### src/rtl/matrix_tile_sequencer.sv
// matrix_tile_sequencer
//   Walks a blocked matrix multiply C[n x p] = A[n x m] * B[m x p] in 3x3 tiles.
//   It issues one tile command per valid/ready handshake in this order:
//   i outer, j middle, k inner. For each (i,j) it sends A(i,k) and B(k,j) for
//   every k, then C(i,j).
//
//   State table:
//     IDLE    | waiting for start; job inputs are latched when start is accepted
//     ISSUE_A | presenting READ_A of tile A(i,k)
//     ISSUE_B | presenting READ_B of tile B(k,j)
//     ISSUE_C | presenting WRITE_C of tile C(i,j)
//     FINISH  | one-cycle done pulse, then back to IDLE
//
// Ports:
//   clk, reset              system clock, synchronous active-high reset
//   start                   job request, sampled only in IDLE
//   n, m, p                 matrix dimensions, latched on start
//   b_base, c_base          word bases of B and C (A is based at 0)
//   busy, done              job status
//   cmd_valid, cmd_ready    command handshake
//   cmd_op                  0=READ_A, 1=READ_B, 2=WRITE_C
//   cmd_addr, cmd_cols      tile top-left word address and row pitch
//   cmd_we                  write enable, set only for WRITE_C
//   acc_clear, acc_last     accumulator control flags for the MAC datapath
module matrix_tile_sequencer #(
    parameter int ADDR_WIDTH = 10
) (
    input  logic                  clk,
    input  logic                  reset,
    input  logic                  start,
    input  logic [ADDR_WIDTH-1:0] n,
    input  logic [ADDR_WIDTH-1:0] m,
    input  logic [ADDR_WIDTH-1:0] p,
    input  logic [ADDR_WIDTH-1:0] b_base,
    input  logic [ADDR_WIDTH-1:0] c_base,
    output logic                  busy,
    output logic                  done,
    output logic                  cmd_valid,
    input  logic                  cmd_ready,
    output logic [1:0]            cmd_op,
    output logic [ADDR_WIDTH-1:0] cmd_addr,
    output logic [ADDR_WIDTH-1:0] cmd_cols,
    output logic                  cmd_we,
    output logic                  acc_clear,
    output logic                  acc_last
);

    localparam int W = ADDR_WIDTH;

    localparam logic [1:0] OP_READ_A  = 2'd0;
    localparam logic [1:0] OP_READ_B  = 2'd1;
    localparam logic [1:0] OP_WRITE_C = 2'd2;

    typedef enum logic [2:0] {
        IDLE,
        ISSUE_A,
        ISSUE_B,
        ISSUE_C,
        FINISH
    } state_t;

    state_t state, state_nx;

    logic [W-1:0] n_r, m_r, p_r, bb_r, cb_r;
    logic [W-1:0] n_nx, m_nx, p_nx, bb_nx, cb_nx;
    logic [W-1:0] i_r, j_r, k_r;
    logic [W-1:0] i_nx, j_nx, k_nx;

    // Running address offsets, updated by addition as the indices step so no
    // multiplier is needed: k3 = 3k, kp3 = 3kp, j3 = 3j, arow = 3im, ip3 = 3ip.
    logic [W-1:0] k3_r, kp3_r, j3_r, arow_r, ip3_r;
    logic [W-1:0] k3_nx, kp3_nx, j3_nx, arow_nx, ip3_nx;

    logic [W:0]   nt, mt, pt, mt_nx;
    logic [W-1:0] m3, p3;

    logic [1:0]   op_nx;
    logic [W-1:0] addr_nx, cols_nx;
    logic         we_nx, clr_nx, last_nx;

    logic         hs;

    function automatic logic [W:0] tiles(input logic [W-1:0] x);
        logic [W:0] t;
        t = {1'b0, x} + (W+1)'(2);
        return t / (W+1)'(3);
    endfunction

    assign nt = tiles(n_r);
    assign mt = tiles(m_r);
    assign pt = tiles(p_r);
    assign m3 = m_r + {m_r[W-2:0], 1'b0};
    assign p3 = p_r + {p_r[W-2:0], 1'b0};

    assign busy      = (state != IDLE);
    assign done      = (state == FINISH);
    assign cmd_valid = (state == ISSUE_A) || (state == ISSUE_B) || (state == ISSUE_C);
    assign hs        = cmd_valid && cmd_ready;

    always_comb begin
        state_nx = state;
        n_nx     = n_r;
        m_nx     = m_r;
        p_nx     = p_r;
        bb_nx    = bb_r;
        cb_nx    = cb_r;
        i_nx     = i_r;
        j_nx     = j_r;
        k_nx     = k_r;
        k3_nx    = k3_r;
        kp3_nx   = kp3_r;
        j3_nx    = j3_r;
        arow_nx  = arow_r;
        ip3_nx   = ip3_r;

        case (state)
            IDLE: begin
                if (start) begin
                    n_nx    = n;
                    m_nx    = m;
                    p_nx    = p;
                    bb_nx   = b_base;
                    cb_nx   = c_base;
                    i_nx    = '0;
                    j_nx    = '0;
                    k_nx    = '0;
                    k3_nx   = '0;
                    kp3_nx  = '0;
                    j3_nx   = '0;
                    arow_nx = '0;
                    ip3_nx  = '0;
                    if (n == '0 || m == '0 || p == '0) state_nx = FINISH;
                    else                               state_nx = ISSUE_A;
                end
            end
            ISSUE_A: begin
                if (hs) state_nx = ISSUE_B;
            end
            ISSUE_B: begin
                if (hs) begin
                    if (({1'b0, k_r} + (W+1)'(1)) < mt) begin
                        k_nx     = k_r + W'(1);
                        k3_nx    = k3_r + W'(3);
                        kp3_nx   = kp3_r + p3;
                        state_nx = ISSUE_A;
                    end else begin
                        state_nx = ISSUE_C;
                    end
                end
            end
            ISSUE_C: begin
                if (hs) begin
                    k_nx   = '0;
                    k3_nx  = '0;
                    kp3_nx = '0;
                    if (({1'b0, j_r} + (W+1)'(1)) < pt) begin
                        j_nx     = j_r + W'(1);
                        j3_nx    = j3_r + W'(3);
                        state_nx = ISSUE_A;
                    end else if (({1'b0, i_r} + (W+1)'(1)) < nt) begin
                        j_nx     = '0;
                        j3_nx    = '0;
                        i_nx     = i_r + W'(1);
                        arow_nx  = arow_r + m3;
                        ip3_nx   = ip3_r + p3;
                        state_nx = ISSUE_A;
                    end else begin
                        state_nx = FINISH;
                    end
                end
            end
            FINISH: begin
                state_nx = IDLE;
            end
            default: begin
                state_nx = IDLE;
            end
        endcase

        // Command fields are derived from the next state and next indices and
        // then registered. While a command stalls nothing changes, so the
        // registered fields stay stable without extra hold logic.
        mt_nx   = tiles(m_nx);
        op_nx   = OP_READ_A;
        addr_nx = '0;
        cols_nx = '0;
        we_nx   = 1'b0;
        clr_nx  = 1'b0;
        last_nx = 1'b0;
        case (state_nx)
            ISSUE_A: begin
                op_nx   = OP_READ_A;
                addr_nx = arow_nx + k3_nx;
                cols_nx = m_nx;
                clr_nx  = (k_nx == '0);
            end
            ISSUE_B: begin
                op_nx   = OP_READ_B;
                addr_nx = bb_nx + kp3_nx + j3_nx;
                cols_nx = p_nx;
                last_nx = (({1'b0, k_nx} + (W+1)'(1)) == mt_nx);
            end
            ISSUE_C: begin
                op_nx   = OP_WRITE_C;
                addr_nx = cb_nx + ip3_nx + j3_nx;
                cols_nx = p_nx;
                we_nx   = 1'b1;
            end
            default: begin
                op_nx = OP_READ_A;
            end
        endcase
    end

    always_ff @(posedge clk) begin
        if (reset) begin
            state     <= IDLE;
            n_r       <= '0;
            m_r       <= '0;
            p_r       <= '0;
            bb_r      <= '0;
            cb_r      <= '0;
            i_r       <= '0;
            j_r       <= '0;
            k_r       <= '0;
            k3_r      <= '0;
            kp3_r     <= '0;
            j3_r      <= '0;
            arow_r    <= '0;
            ip3_r     <= '0;
            cmd_op    <= '0;
            cmd_addr  <= '0;
            cmd_cols  <= '0;
            cmd_we    <= 1'b0;
            acc_clear <= 1'b0;
            acc_last  <= 1'b0;
        end else begin
            state     <= state_nx;
            n_r       <= n_nx;
            m_r       <= m_nx;
            p_r       <= p_nx;
            bb_r      <= bb_nx;
            cb_r      <= cb_nx;
            i_r       <= i_nx;
            j_r       <= j_nx;
            k_r       <= k_nx;
            k3_r      <= k3_nx;
            kp3_r     <= kp3_nx;
            j3_r      <= j3_nx;
            arow_r    <= arow_nx;
            ip3_r     <= ip3_nx;
            cmd_op    <= op_nx;
            cmd_addr  <= addr_nx;
            cmd_cols  <= cols_nx;
            cmd_we    <= we_nx;
            acc_clear <= clr_nx;
            acc_last  <= last_nx;
        end
    end

endmodule
### config.mk
export PLATFORM = sky130hd
export DESIGN_NAME = matrix_tile_sequencer
export DESIGN_NICKNAME = d
export VERILOG_FILES = /design/src/rtl/matrix_tile_sequencer.sv
export SDC_FILE = /design/constraint.sdc
export NUM_CORES = 1
export LEC_CHECK = 0
export BUFFER_PORTS_ARGS = -buffer_cell sky130_fd_sc_hd__buf_2
export CORE_ASPECT_RATIO = 1.75
export CORE_MARGIN = 4
export CORE_UTILIZATION = 58
export CTS_BUF_LIST = sky130_fd_sc_hd__clkbuf_2
export DETAILED_ROUTE_END_ITERATION = 10
export GPL_TIMING_DRIVEN = 0
export PLACE_DENSITY = 0.85
export SYNTH_ARGS = -nofsm -noshare
export SYNTH_HDL_FRONTEND = slang
export SYNTH_SLANG_ARGS = --single-unit
### constraint.sdc
create_clock -name clk -period 26.3 [get_ports clk]
set_input_delay 0 -clock clk [delete_from_list [all_inputs] [get_ports clk]]
set_output_delay 0 -clock clk [all_outputs]
set_load 0.05 [all_outputs]
# After elaboration in Yosys (flattened, before gate mapping)

Index checks and enable logic that the tools add are counted.
Widths: inputs -> output; s select.

Logic and storage cells: 143
Flip-flop bits (word level): 158
Input port bits: 54
Output and inout port bits: 28

$lt $le $gt $ge: 3
Div/mod/pow operators: 4
Reductions and logical operators: 18
Equality and inequality tests: 13
Muxes and demuxes: 60
Bitwise operators: 2
Add/sub/neg operators: 23

Operators by type and width:

| kind                  | number |
|---|---|
| $mux 10               | 39 |
| $pmux 10 s2           | 6 |
| $pmux 10 s3           | 4 |
| $add 10x10->10        | 10 |
| $add 10x1->11 const B | 4 |
| $add 10x2->11 const B | 4 |
| $div 11x2->11 const B | 4 |
| $logic_not 10->1      | 4 |
| $lt 11x11->1          | 3 |
| $add 10x1->10 const B | 3 |
| $mux 3                | 7 |
| $add 10x2->10 const B | 2 |
| $eq 3x2->1 const B    | 4 |
| $pmux 3 s4            | 1 |
| $eq 11x11->1          | 1 |
| $eq 3x1->1 const B    | 2 |
| $ne 2x2->1 const B    | 3 |
| $reduce_or 2->1       | 3 |
| $reduce_and 5->1      | 1 |
| $logic_or 1x1->1      | 4 |
| $pmux 2 s2            | 1 |
| $reduce_and 4->1      | 1 |
| $eq 3x3->1 const B    | 1 |
| $logic_not 3->1       | 1 |
| other kinds (9)       | 10 |

# Depth between registers and ports, before layout

Gate-level depths: netlist of the first run.

Word-level depth: 10
Gate-level depth with buffers: 51
Gate-level depth less buffers: 47

# Least setup slack after synthesis of the first run

Ideal clock, no wire load.

Path type: flip-flop to flip-flop
Start point: reg m_r[1]
End point: reg cmd_addr[9]
Buffers on the path: 4
Library setup time: 0.125 ns
Stages on the path, launching flop included: 48
Data required time: 26.175 ns
Path slack: 16.369 ns
Data arrival time: 9.806 ns
Period minus slack after synthesis: 9.931 ns
Path through: dfxtp_1 > ha_1 > buf_4 > nand4_2 > xnor2_2 > mux2_4 > nor4_2 > or3_4 > nor4_4 > a211o_1 > o31a_1 > and3_1 > buf_6 > mux2_1 > a21o_1 > o31ai_1 > nor2_1 > o211ai_4 > [12 not listed] > buf_1 > a21oi_1 > fa_1 > inv_1 > ha_1 > fa_1 > a21o_1 > a21o_1 > a21oi_1 > nor2_1 > nor2_1 > o21bai_1 > a21oi_1 > xnor2_1 > xnor2_1 > xnor2_1 > a22oi_1 > o2bb2ai_1

Word-level cells in the longest chain between the ends: 9
Elaborated cells between the ends (all ways): 25
Those cells by class: add/sub: 6; div: 1; order compare: 1; eq/ne: 3; mux: 14

RTL lines:

| element                      | line | RTL |
|---|---|---|
| start: declaration           | 64   | `logic [W-1:0] n_r, m_r, p_r, bb_r, cb_r;` |
| start signal: assignment     | 240  | `m_r <= m_nx;` |
| $add 10x2->11                | 85   | `t = {1'b0, x} + (W+1)'(2);` |
| $div 11x2->11                | 86   | `return t / (W+1)'(3);` |
| $lt 11x11->1                 | 141  | `if (({1'b0, k_r} + (W+1)'(1)) < mt) begin` |
| $mux 10                      | 141  |  |
| $mux 10                      | 140  | `if (hs) begin` |
| $pmux 10 s3                  | 116  | `case (state)` |
| $add 10x10->10 (2 in series) | 199  | `addr_nx = bb_nx + kp3_nx + j3_nx;` |
| $pmux 10 s3 *                | 190  | `case (state_nx)` |
| end signal: assignment       | 253  | `cmd_addr <= addr_nx;` |
| end: declaration             | 41   | `output logic [ADDR_WIDTH-1:0] cmd_addr,` |

Every way passes the cells marked *; elsewhere a longest branch is shown, timed or not.
A chain may end at the register's enable or synchronous reset.

# Final worst setup path of the first run

Start point: reg n_r[1]
End point: reg cmd_addr[9]

Elaborated cells between the ends (all ways): 27
Those cells by class: add/sub: 5; div: 1; order compare: 1; eq/ne: 3; mux: 17

RTL lines:

| element                                  | line     | RTL |
|---|---|---|
| start: declaration                       | 64       |  |
| start signal: assignment                 | 239      | `n_r <= n_nx;` |
| $add 10x2->11 *                          | 85       |  |
| $div 11x2->11 *                          | 86       |  |
| $lt 11x11->1 *                           | 160      | `end else if (({1'b0, i_r} + (W+1)'(1)) < nt) begin` |
| $mux 10 *                                | 160      |  |
| $mux 10 *                                | 156      | `if (({1'b0, j_r} + (W+1)'(1)) < pt) begin` |
| $mux 10 *                                | 152      | `if (hs) begin` |
| $pmux 10 s2 *                            | 116      |  |
| via j3_nx[2]                             | 72       | `logic [W-1:0] k3_nx, kp3_nx, j3_nx, arow_nx, ip3_nx;` |
| $add 10x10->10, on equally long branches | 205, 199 |  |
| $pmux 10 s3 *                            | 190      |  |

Mark *: on every way through the listed nets, which the timed path passes. The rest lies on a longest branch.

==> results of run 1 <==
[cell type report]
| cell class | instances | area share [%] |
|---|---|---|
| Sequential cell | 157 | 15.3 |
| Buffer | 112 | 2.61 |
| Clock buffer | 18 | 0.439 |
| Inverter | 99 | 1.81 |
| Tap cell | 396 | 2.42 |
| Antenna cell | 2 | 0.0244 |
| Multi-Input combinational cell | 2065 | 70.0 |
| Timing Repair Buffer | 174 | 6.54 |
| Clock inverter | 14 | 0.812 |
[layer usage]
layer | share of wire (%) | vias up
li1 | - | 9377
met1 | 33 | 9418
met2 | 52 | 902
met3 | 4.7 | 387
met4 | 10 | 0
met5 | 0 | -
[through the flow]
| stage | setup WS (ns) | cell area [µm²] | instances | hold WS (ns) |
|---|---|---|---|---|
| floorplan | 16.37 | 18400 | 2433 | 0.0783 |
| global placement | 14.02 | 19300 | 2909 | 0.251 |
| detailed placement | 13.90 | 19300 | 2909 | 0.261 |
| CTS | 13.80 | 20500 | 3035 | 0.000663 |
| global route | 12.70 | 20500 | 3037 | 0.0364 |
| finish | 13.40 | 20500 | 3037 | 0.0687 |
[final timing paths]
path	start	end	slack, ns
max	n_r[1]	cmd_addr[9]	13.40
min	b_base[5]	bb_r[5]	0.07
max reg2reg	n_r[1]	cmd_addr[9]	13.40
min reg2reg	cb_r[5]	cb_r[5]	0.48
[worst min-delay path, stage by stage]
cell and delay [ns]:
dlygate4sd3_1 0.51, buf_2 0.11, mux2i_1 0.13, nor2_1 0.12
[layout by cell type (no fill, tap or decap), types with 18 or more instances in the layout]
master         Yosys  routed
o21a_1            22      22
nor4_1            23      23
or3_1             21      21
o21ai_0          113     113
xor2_1            64      64
o21bai_1          21      21
a22oi_1           28      28
nor2_1           249     249
a31oi_1           31      31
clkbuf_1          61      61
a21o_1            53      53
nor3_1            58      58
buf_2             29     109
dfxtp_1          157     157
mux2i_1           51      51
nor2b_1           51      51
nand3_1           87      87
dlygate4sd3_1      0      94
and3_1            30      30
or4_1             21      21
a21oi_1          187     187
a22o_1            23      23
nand4_1           31      31
ha_1             125     125
and2_1            33      33
nand2b_1          19      19
o211ai_1          25      25
xnor2_1           97      97
a211oi_1          23      23
fa_1              33      33
nand2_1          222     222
inv_1             96      96
clkbuf_2           0      18
[cell families (layout without fill, tap and decap cells)]
family	count (synthesis)	in the layout	synth area share (%)
other	0	2	0
muxes	71	71	4.09
and+or+nand+nor	927	927	25.5
adders and majority gates	159	159	12.1
buffers and inverters	211	417	4.93
DFF	157	157	17.1
AOI/OAI and AO/OA	745	745	28.4
xor gates and xnor gates	163	163	7.84
[power by group]
group          switching, mW  internal, mW  total, mW
Combinational          0.312         0.184      0.496
Clock                 0.0973        0.0538      0.151
Sequential           0.00972         0.247      0.257
[what timing repair did]
action	in CTS	in global routing
setup buffers	0	0
hold buffers	94	0
endpoints found under the hold margin	101	0
==> impl_metrics.yaml, run 1 <==
status:
  status: "finished, final reports clean"
cts:
  path_clk_slew_ns: 0.24
  cts_buffer_depth: 2
  cts-resized-gates: 0
  cts_tree: "done"
  cts.sinks: 157
  ctsHtreeMaxLevel: 4
  root_buffer: "clkbuf_2"
  cts_buffers: 17
  clk_latency_ns: 0.87
synth:
  yosys.area.top_type: "dfxtp_1"
  yosysWarnings: 0
  synth_enable_flop_cells: 0
  yosysSeqAreaShare_pct: 17.1
  avgSynthCellArea_um2: 7.56
  yosysMostFrequentCell: "nor2_1"
  synthArstFlopShare_pct: 0
  syn_inst: 2433
  synthTopCellsByArea: "dfxtp_1 17%, ha_1 8.5%, a21oi_1 5.1%"
  ys.flop_type: "dfxtp_1"
  yosysTopAreaCellShare_pct: 17.1
  synth_seq_cells: 157
  ys_top_cells_by_count: "249 x nor2_1, 222 x nand2_1, 187 x a21oi_1, 157 x dfxtp_1, 125 x ha_1"
  yosys.cell_types.count: 124
  synth_nets: 2645
  synth.cell_area_mm2: 0.0184
finish:
  multi_input_area_mm2: 0.0144
  syn_to_final_growth_pct: 11.4
  final_core_util_pct: 65.3
  nets: 2838
  nFillCells: 2749
  final_layout_size_suffix_gt1_share_pct: 9.85
  regArea_mm2: 0.00314
routing:
  avgViaCountPerCell: 6.61
  dr.pass1.iters: 9
  drc: 0
  final_antenna_net_count: 0
  vias: 20084
  wl_per_cell_um: 20.8
  drtIter0Drc: 1443
  wl_mm: 63.3
floorplan:
  dieWidth_um: 143
  num_rows: 86
  die_area_mm2: 0.0348
  die_h_um: 244
  boundaryPins: 82
  start_util_pct: 58.6
  core_area_mm2: 0.0314
global_route:
  use_met2_pct: 65.5
  overflow: 0
  grt_max_degree: 17
  busiest_layer: "met2"
  met3_usage_pct: 4.65
  grt_use_total_pct: 35.4
  grt_pass1_wl_mm: 100
  use_met1_pct: 33.5
  antenna_found_initial: 2
  grt_pass1_vias: 19960
timing:
  worstMarginPinSlew_ns: 1.08
  slew_headroom_pct: 26.9
  finalCritPeriodShare_pct: 49.0
  maxSlewViolCount: 0
  finalSetupTns_ns: 0
  setup_viol: 0
  finalHoldViolations: 0
  rsz0062_at_grt: "false"
  fmax_mhz: 77.5
  min_period_ns: 12.90
  finalClockSkew_ns: 0.0480
pwr:
  powerDensity_mw_per_mm2: 44.1
  p_leak_nw: 8.62
  ir_worst_vdd_uv: 27.4
  p_total_mw: 0.904
setup_path:
  critPathMaxStageDelay_ns: 0.75
  path_class: "register to register"
  worstPathMaxFanout: 10
  cp_slowest_cell: "o21ai_0"
  end_kind: "register"
  critPathTopFamily: "compound AO/OA/AOI/OAI gates"
  worstSetupStartpointType: "register"
  r2r.worst_path.cells: 46
  cp.required_ns: 27.09
  cp.depth: 46
  arrival_ns: 13.69
  cp_common_cell: "a21oi_1"
  path_buf_inv: 6
worst_hold_path:
  holdPathStages: 4
  min-delay-path-class: "input port to register"
place:
  dp_hpwl_mm: 49.8
  place.gp.congestion: 1.02
  port_buffers: 80
flow_run:
  drv_cap: 0
Power figures use the tool's default switching activity.
==> run 2, diff against run 1 <==
==> constraint.sdc (replaced) <==
create_clock -name clk -period 13.53 [get_ports clk]
set_input_delay 0 -clock clk [delete_from_list [all_inputs] [get_ports clk]]
set_output_delay 0 -clock clk [all_outputs]
set_load 0.05 [all_outputs]
==> impl_metrics.yaml, run 2 (synthesized netlist as in run 1, its figures left out) <==
status:
  status: "finished, final reports clean"
cts:
  cts_buffers: 17
  cts.sinks: 157
  path_clk_slew_ns: 0.23
  cts_buffer_depth: 2
  clk_latency_ns: 0.89
  root_buffer: "clkbuf_2"
  cts_tree: "done"
  ctsHtreeMaxLevel: 4
place:
  dp_cells: 2909
  dp_hpwl_mm: 49.8
  port_buffers: 80
  place.gp.congestion: 1.02
setup_path:
  cp.required_ns: 14.33
  cp_slowest_cell: "o21ai_0"
  end_kind: "register"
  worstSetupStartpointType: "register"
  r2r.worst_path.cells: 46
  worstPathMaxFanout: 10
  reg2reg_from: "n_r[1]"
  r2r_slack_ns: 0.57
  cp_common_cell: "a21oi_1"
  critPathTopFamily: "compound AO/OA/AOI/OAI gates"
  critPathMaxStageDelay_ns: 0.77
  path_buf_inv: 6
  path_class: "register to register"
  arrival_ns: 13.77
  r2r-end: "cmd_addr[9]"
finish:
  final_cell_count_no_fill: 3037
  final_layout_size_suffix_gt1_share_pct: 9.93
  final_common_cell: "nor2_1"
  layout_common_cells: "249 x nor2_1, 222 x nand2_1, 187 x a21oi_1"
  syn_to_final_growth_pct: 11.5
  nets: 2838
global_route:
  use_met1_pct: 33.5
  busiest_layer: "met2"
  met3_usage_pct: 4.65
  grt_pass1_vias: 19960
  use_met2_pct: 65.5
  grt_use_total_pct: 35.4
  antenna_found_initial: 2
  overflow: 0
  grt_max_degree: 17
  grt_pass1_wl_mm: 100
timing:
  finalSetupTns_ns: 0
  setup_viol: 0
  min_period_ns: 12.96
  maxSlewViolCount: 0
  finalHoldViolations: 0
  whs_ns: 0.0506
  slew_headroom_pct: 28.7
  worstMarginPinSlew_ns: 1.05
  rsz0062_at_grt: "false"
  fmax_mhz: 77.1
  finalCritPeriodShare_pct: 95.8
  finalClockSkew_ns: 0.0495
routing:
  drc: 0
  vias: 20187
  avgViaCountPerCell: 6.65
  final_antenna_net_count: 0
  drtIter0Drc: 1386
  wl_per_cell_um: 20.9
  wl_mm: 63.6
  dr.pass1.iters: 7
floorplan:
  num_rows: 86
  core_area_mm2: 0.0314
  boundaryPins: 82
  start_util_pct: 58.6
  die_area_mm2: 0.0348
  die_h_um: 244
  dieWidth_um: 143
worst_hold_path:
  holdPathStages: 4
  hold_start: "b_base[5]"
  min_to: "bb_r[5]"
  min-delay-path-class: "input port to register"
pwr:
  ir_worst_vdd_uv: 53.4
  powerDensity_mw_per_mm2: 85.7
  p_leak_nw: 8.62
  p_total_mw: 1.76
flow_run:
  drv_cap: 0
-- run 2: metrics by stage --
| stage | area (µm²) | setup slack [ns] | util (%) |
|---|---|---|---|
| 2_1_floorplan | 18400 | 3.60 | - |
| 3_3_place_gp | 19300 | 1.25 | 61.4 |
| 3_5_place_dp | 19300 | 1.13 | 61.4 |
| 4_1_cts | 20500 | 1.03 | 65.2 |
| 5_1_grt | 20500 | 0.0361 | 65.3 |
| 6_report | 20500 | 0.566 | 65.3 |
-- run 2: tightest hold or removal path: stages --
cell and delay (ns):
dlygate4sd3_1 0.52, buf_2 0.11, mux2i_1 0.13, nor2_1 0.12
-- run 2: how the worst max path moves through the flow --
stage	slack, ns	from	cells after the start	endpoint
after floorplan	3.60	m_r[1]	47	cmd_addr[9]
final	0.57	n_r[1]	46	cmd_addr[9]
after global routing	0.04	n_r[1]	46	cmd_addr[9]
after CTS	1.03	n_r[1]	46	cmd_addr[9]
after global placement	1.25	m_r[1]	46	cmd_addr[9]
after detailed placement	1.13	m_r[1]	46	cmd_addr[9]
-- run 2: repair_timing --
item	4_1_cts	5_1_grt
setup endpoints to repair	0	1
resized for setup	0	2
hold buffers	94	0
buffers inserted	0	0
hold endpoints to repair	101	0
-- run 2: layout make-up --
| type | count | area (µm²) |
|---|---|---|
| Antenna cell | 2 | 5.00 |
| Multi-Input combinational cell | 2065 | 14400 |
| Sequential cell | 157 | 3140 |
| Timing Repair Buffer | 174 | 1340 |
| Fill cell | 2745 | 10900 |
| Clock inverter | 14 | 166 |
| Clock buffer | 18 | 90.1 |
| Buffer | 112 | 536 |
| Inverter | 99 | 372 |
| Tap cell | 396 | 495 |
-- run 2: where the power goes --
part	switching [mW]	internal [mW]	leakage [nW]
Sequential	0.0192	0.480	1.27
Clock	0.189	0.105	0.150
Combinational	0.607	0.358	7.20
-- run 2: per-layer routing --
layer	up-vias	share of wire, %
li1	9400	-
met1	9477	33
met2	923	52
met3	387	4.9
met4	0	10
met5	-	0
